==> config.mk <==
export PLATFORM = sky130hd
export DESIGN_NAME = fifo_param
export DESIGN_NICKNAME = d
export VERILOG_FILES = /design/src/rtl/fifo_param.sv
export SDC_FILE = /design/constraint.sdc
export NUM_CORES = 1
export LEC_CHECK = 0
export BUFFER_PORTS_ARGS = -buffer_cell sky130_fd_sc_hd__buf_4
export CAP_MARGIN = 5
export CORE_AREA = 2 2 140 196
export CTS_CLUSTER_DIAMETER = 50
export DETAILED_ROUTE_END_ITERATION = 8
export DIE_AREA = 0 0 142 198
export SLEW_MARGIN = 20
export SYNTH_ARGS = -nofsm -noshare
export SYNTH_HDL_FRONTEND = slang
export SYNTH_SLANG_ARGS = --single-unit
export TNS_END_PERCENT = 10
==> constraint.sdc <==
create_clock -name clk -period 6.2 [get_ports clk]
set_clock_uncertainty 0.05 [all_clocks]
set_input_delay 1.24 -clock clk [delete_from_list [all_inputs] [get_ports clk]]
set_output_delay 1.24 -clock clk [all_outputs]
set_load 0.02 [all_outputs]
==> src/rtl/fifo_param.sv <==
// Parametrised single-clock FIFO with per-operation ack/error status and a debug FSM.
// A simultaneous read+write on a partly filled FIFO is serviced as one pass-through cycle.
module fifo_param #(
    parameter int unsigned DATA_WIDTH = 32,
    parameter int unsigned ADDR_WIDTH = 3,
    parameter int unsigned AF_LEVEL   = 2**ADDR_WIDTH - 1,
    parameter int unsigned AE_LEVEL   = 1
) (
    input  logic                  clk,
    input  logic                  reset_n,
    input  logic                  wr_en,
    input  logic                  rd_en,
    input  logic [DATA_WIDTH-1:0] din,
    output logic [DATA_WIDTH-1:0] dout,
    output logic [ADDR_WIDTH:0]   data_count,
    output logic                  full,
    output logic                  empty,
    output logic                  almost_full,
    output logic                  almost_empty,
    output logic                  wr_ack,
    output logic                  wr_err,
    output logic                  rd_ack,
    output logic                  rd_err,
    output logic [2:0]            state
);

    localparam int unsigned DEPTH = 2**ADDR_WIDTH;
    localparam int unsigned CW    = ADDR_WIDTH + 1;

    localparam logic [ADDR_WIDTH:0]   DEPTH_C = CW'(DEPTH);
    localparam logic [ADDR_WIDTH:0]   AF_C    = CW'(AF_LEVEL);
    localparam logic [ADDR_WIDTH:0]   AE_C    = CW'(AE_LEVEL);
    localparam logic [ADDR_WIDTH-1:0] PTR_ONE = ADDR_WIDTH'(1);
    localparam logic [ADDR_WIDTH:0]   CNT_ONE = CW'(1);

    typedef enum logic [2:0] {
        INIT   = 3'b000,
        WRITE  = 3'b001,
        WR_ERR = 3'b010,
        NO_OP  = 3'b011,
        READ   = 3'b100,
        RD_ERR = 3'b101,
        RDWR   = 3'b110
    } state_t;

    state_t                  state_q;
    logic [ADDR_WIDTH-1:0]   wr_ptr;
    logic [ADDR_WIDTH-1:0]   rd_ptr;
    logic [DATA_WIDTH-1:0]   mem [DEPTH];

    logic do_wr;
    logic do_rd;
    logic illegal;

    assign state        = state_q;
    assign full         = (data_count == DEPTH_C);
    assign empty        = (data_count == '0);
    assign almost_full  = (data_count >= AF_C);
    assign almost_empty = (data_count <= AE_C);
    assign illegal      = (3'(state_q) == 3'b111);

    // Acceptance depends only on the request and the pre-edge occupancy.
    assign do_wr = wr_en && !full  && !illegal;
    assign do_rd = rd_en && !empty && !illegal;

    // Storage is not reset; only the control path is.
    always_ff @(posedge clk) begin
        if (do_wr) begin
            mem[wr_ptr] <= din;
        end
    end

    always_ff @(posedge clk or negedge reset_n) begin
        if (!reset_n) begin
            state_q    <= INIT;
            wr_ptr     <= '0;
            rd_ptr     <= '0;
            data_count <= '0;
            dout       <= '0;
            wr_ack     <= 1'b0;
            wr_err     <= 1'b0;
            rd_ack     <= 1'b0;
            rd_err     <= 1'b0;
        end else begin
            wr_ack <= do_wr;
            rd_ack <= do_rd;
            wr_err <= wr_en && !do_wr && !illegal;
            rd_err <= rd_en && !do_rd && !illegal;

            if (do_wr) begin
                wr_ptr <= wr_ptr + PTR_ONE;
            end
            if (do_rd) begin
                dout   <= mem[rd_ptr];
                rd_ptr <= rd_ptr + PTR_ONE;
            end
            if (do_wr && !do_rd) begin
                data_count <= data_count + CNT_ONE;
            end else if (do_rd && !do_wr) begin
                data_count <= data_count - CNT_ONE;
            end

            if (illegal) begin
                state_q <= INIT;
            end else if (do_wr && do_rd) begin
                state_q <= RDWR;
            end else if (do_wr) begin
                state_q <= WRITE;
            end else if (do_rd) begin
                state_q <= READ;
            end else if (wr_en) begin
                state_q <= WR_ERR;
            end else if (rd_en) begin
                state_q <= RD_ERR;
            end else begin
                state_q <= NO_OP;
            end
        end
    end

endmodule
Word level (Yosys, flattened, before mapping)
Memory sizes are Yosys's and may differ from the RTL's. A register that Yosys moved wholly into a read port is not among the register bits. Index checks and enable logic that the tools add are counted. Widths: inputs -> output; s select.

Equal/unequal tests: 2. Div/mod/pow operators: 0. Bitwise gates (word level): 0. Multiply operators: 0. Muxes and demuxes: 10. Shift-type cells: 0. $lt $le $gt $ge: 2. Reduce and logical (&&, ||, !) cells: 19. Add/subtract/negate cells: 4.

Operators by type and width (count): $mux 3 (6); $logic_and 1x1->1 (11); $mux 4 (2); $add 3x1->3 const B (2); $logic_not 1->1 (6); $add 4x1->4 const B (1); $eq 4x4->1 const B (1); $ge 4x3->1 const B (1); $le 4x1->1 const B (1); $logic_not 4->1 (1); $sub 4x1->4 const B (1); $eq 3x3->1 const B (1); $mux 1 (2); $reduce_bool 2->1 (1).

Memories: 1. Memory bits (read-only): 0. Register bits: 17. Latch bits: 0. Word-level logic and storage cells: 46. RAM bits: 256. Input port bits: 36. Output and inout port bits: 47.

Memory list: mem (depth 8, width 32, read ports 1, clocked after memory_dff 1, wr ports 1, line 49) `logic [DATA_WIDTH-1:0] mem [DEPTH];`.

Logic depth before layout (Yosys ltp)
Gate-level depths: netlist of run 1.

Depth in word-level cells: 8. Gate-level depth with buffers: 9. Gate-level depth less buffers: 9.

Worst setup path before layout of run 1
OpenSTA, ideal clock, no wires.

Path kind: input to register. From: input port wr_en. To: memory mem[0][0], enable pin. Path buffers: 1. Arrival: 3.882 ns. Stages: 3. Slack: 1.807 ns. Library setup time: 0.461 ns. Required time: 5.689 ns. Path through: clkbuf_1 > nand4b_1 > nor3_1.

Longest elaborated chain between the ends: 4.

Ends and longest elaborated chain: start, declared (line 11) `input logic wr_en,`; $logic_and 1x1->1 (2 in series) (line 63) `assign do_wr = wr_en && !full && !illegal;`; $mux 1 (line 68) `if (do_wr) begin`; $mux 1 (implied by the code) (line 69) `mem[wr_ptr] <= din;`; end, declared (line 49).

No other way between the ends.

Worst setup path in the final report of run 1
From: register data_count[0]. To: output port empty.

Longest elaborated chain between the ends: 1.

Ends and longest elaborated chain: start, declared (line 15) `output logic [ADDR_WIDTH:0] data_count,`; start signal, assigned (line 98) `data_count <= data_count + CNT_ONE;`; start signal, assigned (line 100) `data_count <= data_count - CNT_ONE;`; $logic_not 4->1 (line 57) `assign empty = (data_count == '0);`; end, declared (line 17) `output logic empty,`.

No other way between the ends.

==> reports/metrics.yaml, run 1 <==
leakagePower_uw: 0.00476
vdd_drop_max_v: 0.000231
tns_ns: 0
initial_core_util: 0.440
vias: 5178
seq_power_share: 0.448
grt_max_degree: 67
avgSynthCellArea_um2: 22.6
core_area_um2: 26600
nets: 662
fmax_mhz: 300
switching_share: 0.285
comb_power_share: 0.293
drive_above_1_share: 0.410
critPathMaxFanout: 7
p_clk_frac: 0.259
start_kind: "flop"
dieArea_um2: 28100
port_buffers: 82
relSlewSlack: 0.336
wire_per_inst_um: 21.7
layout_setup_ws_ns: 2.86
drc_errors: 0
path_clk_slew_ns: 0.06
finalCritPeriodShare: 0.538
num_rows: 71
end_kind: "output pin"
worstPathRequired_ns: 4.91
yosysWarningCount: 0
synth_cell_types: 34
ant_nets: 0
finalWirelength_um: 21000
firstDrtPassIters: 4
finalSetupViolCount: 0
dieWidth_um: 142
overflow: 0
antenna_found_initial: 0
area_delta_synth_final_pct: 17.4
seq_area_frac_synth: 0.762
clk-insertion-delay-late_ns: 0.54
grt_pass1_wl_um: 32000
r2r_cells: 4
cp_data_arrival_time_ns: 2.05
antenna-diode-count: 0
grt_usage: 0.152
cts_resized: 0
hold_depth: 1
die_y_um: 198
crit_type: "flop to output pin"
totalPowerFinal_uw: 6520
slew_violations: 0
p_int_uw: 4660
syn_nets: 559
place_ws_ns: 2.97
clock_path_buffers: 3
clk_root_buffer_cell: "clkbuf_16"
switching_power_uw: 1860
vias_per_cell: 5.34
grt_pass1_vias: 5523
ctsHoldBuffers: 0
min_path_type: "flop to flop"
final_cell_mix: "edfxtp_1, buf_4, mux2_2, mux4_2, dfrtp_1"
worst_slew_pin_slew_ns: 0.996
cts_max_level: 1
fin_crit_ns: 3.34
p_per_area_nw_per_um2: 474
cts_buffers: 28
syn_inst: 517
synth-seq-cells: 305
io_pins: 83
drtIter0Drc: 289
hpwl_um: 12200
cts_setup_buffers: 0
status: "finished, final reports clean"
layout_commonest_cell: "edfxtp_1"
cts_sinks: 305
maxCapViolCount: 0
netlist_area_um2: 11700
hold_violations: 0
place_congestion: 0.716
rsz0062_at_grt: "false"
cts_tree: "done"
-- critical path, stage by stage, from the launching register on --
cell	delay [ns]
dfrtp_1	0.46
inv_1	0.10
ha_1	0.23
or3b_1	0.45
inv_2	0.11
buf_4	0.14
-- routing by layer --
metal	up-vias	share of wire	wire, um	GRT usage
met2	103	0.54	11300	0.272
met5	-	0	0	0
met4	0	0.019	405	0.0526
met3	25	0.037	772	0.0222
li1	2336	-	-	-
met1	2714	0.41	8530	0.188
-- worst paths after layout --
| kind | startpoint | slack (ns) | end |
|---|---|---|---|
| max in group asynchronous | reset_n | 4.84 | rd_ptr[0] |
| hold reg to reg | dout[31] | 0.46 | dout[31] |
| hold / removal | dout[31] | 0.46 | dout[31] |
| setup reg to reg | rd_ptr[0] | 3.27 | dout[0] |
| setup / recovery | data_count[0] | 2.86 | empty |
| min in group asynchronous | reset_n | 0.71 | data_count[3] |
-- Yosys cell counts --
cell type,instances,area (um2)
edfxtp_1,256,7690
mux2_2,64,721
mux4_2,52,1170
dfrtp_1,49,1230
mux4_1,12,315
nor2_1,9,33.8
clkbuf_1,6,22.5
ha_1,6,75.1
buf_1,5,18.8
buf_2,5,25.0
xnor2_1,5,43.8
inv_1,4,15.0
nand2_1,4,15.0
nand4_1,4,25.0
a21oi_1,3,15.0
and3_1,3,18.8
buf_12,3,60.1
nand2b_1,3,18.8
nor3_1,3,15.0
xor2_1,3,26.3
buf_6,2,22.5
inv_2,2,7.51
mux2_1,2,22.5
nand3_1,2,10.0
a21o_1,1,7.51
buf_8,1,15.0
mux2i_1,1,10.0
nand3_2,1,10.0
nand3b_1,1,7.51
nand4b_1,1,8.76
o21a_1,1,7.51
o21ai_0,1,5.00
or3b_1,1,8.76
or4_1,1,7.51
-- kinds of logic (layout without fill, tap and decap cells) --
kind of cell	after synthesis	count (layout)	synth area share
compound gates	6	6	0.00299
xor+xnor	8	8	0.00599
fa+ha+maj	6	6	0.00642
buf+inv	28	153	0.0159
flops	305	305	0.762
mux	131	131	0.191
simple gates	33	33	0.0153
-- final cells by class --
type                    instances  area [um2]
flip-flops and latches        305        8920
clock inverters                11         126
clock buffers                  41         781
repair buffers                 95         826
well taps                     328         410
multi-input cells             184        2650
fillers                      2062       12800
inverters                       6        22.5
-- through the flow --
step / std cells / utilization / hold WS [ns] / area (um2)
detailed placement: 914 / 0.479 / 0.445 / 12700
floorplan: 517 / - / 0.435 / 11700
CTS: 966 / 0.513 / 0.459 / 13600
global placement: 912 / 0.477 / 0.438 / 12700
global route: 970 / 0.517 / 0.469 / 13700
finish: 970 / 0.517 / 0.457 / 13700
-- power by group through the flow --
stage	Clock, uW	Sequential [uW]	Combinational (uW)
6_report	1690	2920	1910
5_1_grt	1810	2980	2050
4_1_cts	1740	2940	1920
3_5_place_dp	0	2980	1920
3_3_place_gp	0	2960	1870
2_1_floorplan	0	2970	1300
-- state kept, by name (all words and copies together) (netlist names) --
register    count
data_count      4
rd_ack          1
rd_ptr          3
wr_err          1
dout           32
state           3
wr_ptr          3
mem           256
rd_err          1
wr_ack          1
Power figures use the tool's default switching activity.
==> run 2: changes to the inputs <==
- ABC_AREA: default -> 1
- CORE_AREA: 2 2 140 196 -> 2 2 146 205
- DIE_AREA: 0 0 142 198 -> 0 0 148 207
- clock period: 6.2 -> 3.5 ns (I/O delays scaled with it)
==> run 2 against run 1 <==
Net effect: register-to-register slack worse by 2.3 ns; area after synthesis is 9.7% higher; synthesized cell count is 140% higher; global-route usage is 3.3 points higher; sequential power is 72% higher; sequential share of layout area is 4.7 points lower; flip-flop and latch count stayed put; combinational power is 120% higher; total power is 89% higher; design area is 7.8% higher; clock-buffer cell count is 4 lower; critical path type is now flop to flop; critical endpoint is now mem[3][9]; largest cell class unchanged.
==> reports/metrics.yaml, run 2 <==
status: "finished, final reports clean"  # unchanged
p_per_area_nw_per_um2: 830  # was 474 nW/um2
layout_commonest_cell: "nand2_1"  # was edfxtp_1
clock_path_buffers: 3  # unchanged
avgSynthCellArea_um2: 10.6  # was 22.6 um2
synthTopCellsByCount: "nand2_1, edfxtp_1, inv_1"  # was edfxtp_1, mux2_2, mux4_2
hold_violations: 0  # unchanged
syn_inst: 1215  # was 517
reg.largest.list: "mem x256, dout x32, data_count x4"  # unchanged
finalWirelength_um: 28000  # was 21000 um
vdd_drop_max_v: 0.000430  # was 0.000231 V
ys.flop_type: "edfxtp_1"  # unchanged
initial_core_util: 0.444  # was 0.440
clk-insertion-delay-late_ns: 0.55  # was 0.54 ns
vias: 8364  # was 5178
rr_startpoint: "data_count[0]"  # was rd_ptr[0]
tns_ns: 0  # unchanged
yosysWarningCount: 0  # unchanged
syn_nets: 1257  # was 559
die_y_um: 207  # was 198 um
seq_power_share: 0.408  # was 0.448
use_met1: 0.235  # was 0.188
r2r_slack_ns: 0.94  # was 3.27 ns
wire_per_inst_um: 16.5  # was 21.7 um
synth_cell_types: 25  # was 34
num_rows: 74  # was 71
path_clk_slew_ns: 0.06  # about the same
ctsHoldBuffers: 0  # unchanged
firstDrtPassIters: 5  # was 4
final_cell_mix: "nand2_1, edfxtp_1, inv_1, nand3_1, buf_4"  # was edfxtp_1, buf_4, mux2_2, mux4_2, dfrtp_1
synth.area.top_cells: "edfxtp_1, nand2_1, dfrtp_1"  # was edfxtp_1, dfrtp_1, mux4_2
synth_edf_count: 256  # unchanged
synth_top_area_cell: "edfxtp_1"  # unchanged
antenna_found_initial: 0  # unchanged
place_congestion: 0.751  # was 0.716
critPathMaxFanout: 32  # was 7
worstPathRequired_ns: 3.63  # was 4.91 ns
fmax_mhz: 391
met3_usage: 0.0242  # was 0.0222
slew_violations: 0  # unchanged
min_path_type: "primary input to async pin"  # was flop to flop
switching_power_uw: 4470  # was 1860 uW
leakagePower_uw: 0.00658  # was 0.00476 uW
instances_no_fill: 1698  # was 970
synth-seq-cells: 305  # unchanged
placedCellCount: 1644  # was 914
drive_above_1_share: 0.129  # was 0.410
p_int_uw: 7820  # was 4660 uW
grt_usage: 0.185  # was 0.152
placed_cell_area_um2: 13900  # was 12700 um2
switching_share: 0.364  # was 0.285
netlist.area_leader.share: 0.599  # was 0.657
yosysMostFrequentCell: "nand2_1"  # was edfxtp_1
largest-register: "mem"  # unchanged
maxCapViolCount: 0  # unchanged
synthArstFlopShare: 0.161  # unchanged
drc_errors: 0  # unchanged
fin_crit_ns: 2.56
netlist_area_um2: 12800  # was 11700 um2
start_kind: "flop"  # unchanged
grt_pass1_wl_um: 44300  # was 32000 um
fillers: 2614  # was 2062
cts_max_level: 1  # unchanged
end_kind: "flop"  # was output pin
cts_tree: "done"  # unchanged
rsz0062_at_grt: "false"  # unchanged
vias_per_cell: 4.93  # was 5.34
nets: 1337  # was 662
grt_pass1_vias: 8235  # was 5523
overflow: 0  # unchanged
cts_setup_buffers: 0  # unchanged
worst_slew_pin_slew_ns: 0.887  # was 0.996 ns
cts_sinks: 305  # unchanged
core_area_um2: 28900  # was 26600 um2
finalSetupViolCount: 0  # unchanged
grt_util_met2: 0.326  # was 0.272
r2r-end: "mem[3][9]"  # was dout[0]
comb_power_share: 0.337  # was 0.293
cts_buffers: 29  # was 28
area_delta_synth_final_pct: 15.4  # was 17.4%
finalCritPeriodShare: 0.730
crit_start: "data_count[0]"  # unchanged
cp-endpoint: "mem[3][9]"  # was empty
drtIter0Drc: 534  # was 289
crit_type: "flop to flop"  # was flop to output pin
antenna-diode-count: 0  # unchanged
final_area_um2: 14800  # was 13700 um2
fin_util: 0.513  # was 0.517
cp_data_arrival_time_ns: 2.68  # was 2.05 ns
grt_max_degree: 66  # was 67
hpwl_um: 15900  # was 12200 um
relSlewSlack: 0.409  # was 0.336
port_buffers: 82  # unchanged
dieWidth_um: 148  # was 142 um
dieArea_um2: 30600  # was 28100 um2
ant_nets: 0  # unchanged
largest_register_ffs: 256  # unchanged
seq_area_frac_synth: 0.695  # was 0.762
r2r_cells: 8  # was 4
grt_busiest_layer: "met2"  # unchanged
cts_resized: 0  # unchanged
p_clk_frac: 0.255  # was 0.259
io_pins: 83  # unchanged
clk_root_buffer_cell: "clkbuf_16"  # unchanged
## run 2: cell count changes after synthesis, sizes merged, moves of 3 or more
cell | previous run | this run
nand2 | 4 | 406
inv | 6 | 211
nand3 | 3 | 201
mux2 | 66 | 0
mux4 | 64 | 0
buf | 16 | 51
o21ai | 1 | 9
nand4 | 4 | 0
xnor2 | 5 | 1
and3 | 3 | 0
nand2b | 3 | 0
nor2 | 9 | 12
nor3 | 3 | 0
## run 2: worst max-delay path: stages (launching register included)
cell	delay (ns)
dfrtp_1	0.47
inv_1	0.07
ha_1	0.25
nand3_1	0.13
nand2_2	0.10
nor2_4	0.19
nand2_1	0.27
nor2_4	0.14
buf_4	0.49
## run 2: metrics by stage
step	total power (uW)	setup WS, ns	hold WS, ns
finish	12300	0.944	0.172
global route	13100	0.764	0.217
CTS	12500	0.913	0.184
detailed placement	9310	0.937	0.418
global placement	9230	1.04	0.416
floorplan	7870	0.315	0.354
## run 2: worst min path at each step
| stage | end | slack (ns) |
|---|---|---|
| finish | wr_err | 0.17 |
| global route | dout[15] | 0.22 |
| CTS | dout[29] | 0.18 |
| detailed placement | dout[16] | 0.42 |
| global placement | dout[18] | 0.42 |
| floorplan | data_count[0] | 0.35 |
## run 2: logic make-up after synthesis
group | count (synthesis) | share of synthesized area
AOI/OAI and AO/OA | 13 | 0.00526
xor gates and xnor gates | 5 | 0.00341
adders and majority gates | 6 | 0.00585
buffers and inverters | 267 | 0.0867
DFF | 305 | 0.695
and+or+nand+nor | 619 | 0.204
## run 2: per-layer routing
metal | vias up | part of all wire
met5 | - | 0
met4 | 0 | 0.020
met3 | 31 | 0.042
met2 | 170 | 0.51
met1 | 4099 | 0.43
li1 | 4064 | -
## run 2: cell type report
cell class                 count  area, um2  area share
multi-input combinational    643       2870       0.194
clock inverter                17        159      0.0107
tap                          380        475      0.0321
clock buffer                  37        796      0.0537
timing repair buffer         105        801      0.0541
sequential                   305       8920       0.602
inverter                     211        796      0.0537
## run 2: power by group through the flow
stage	clock (uW)	combinational, uW	sequential [uW]
2_1_floorplan	0	2610	5260
3_3_place_gp	0	4150	5070
3_5_place_dp	0	4220	5090
4_1_cts	3200	4240	5020
5_1_grt	3330	4650	5080
6_report	3130	4150	5020
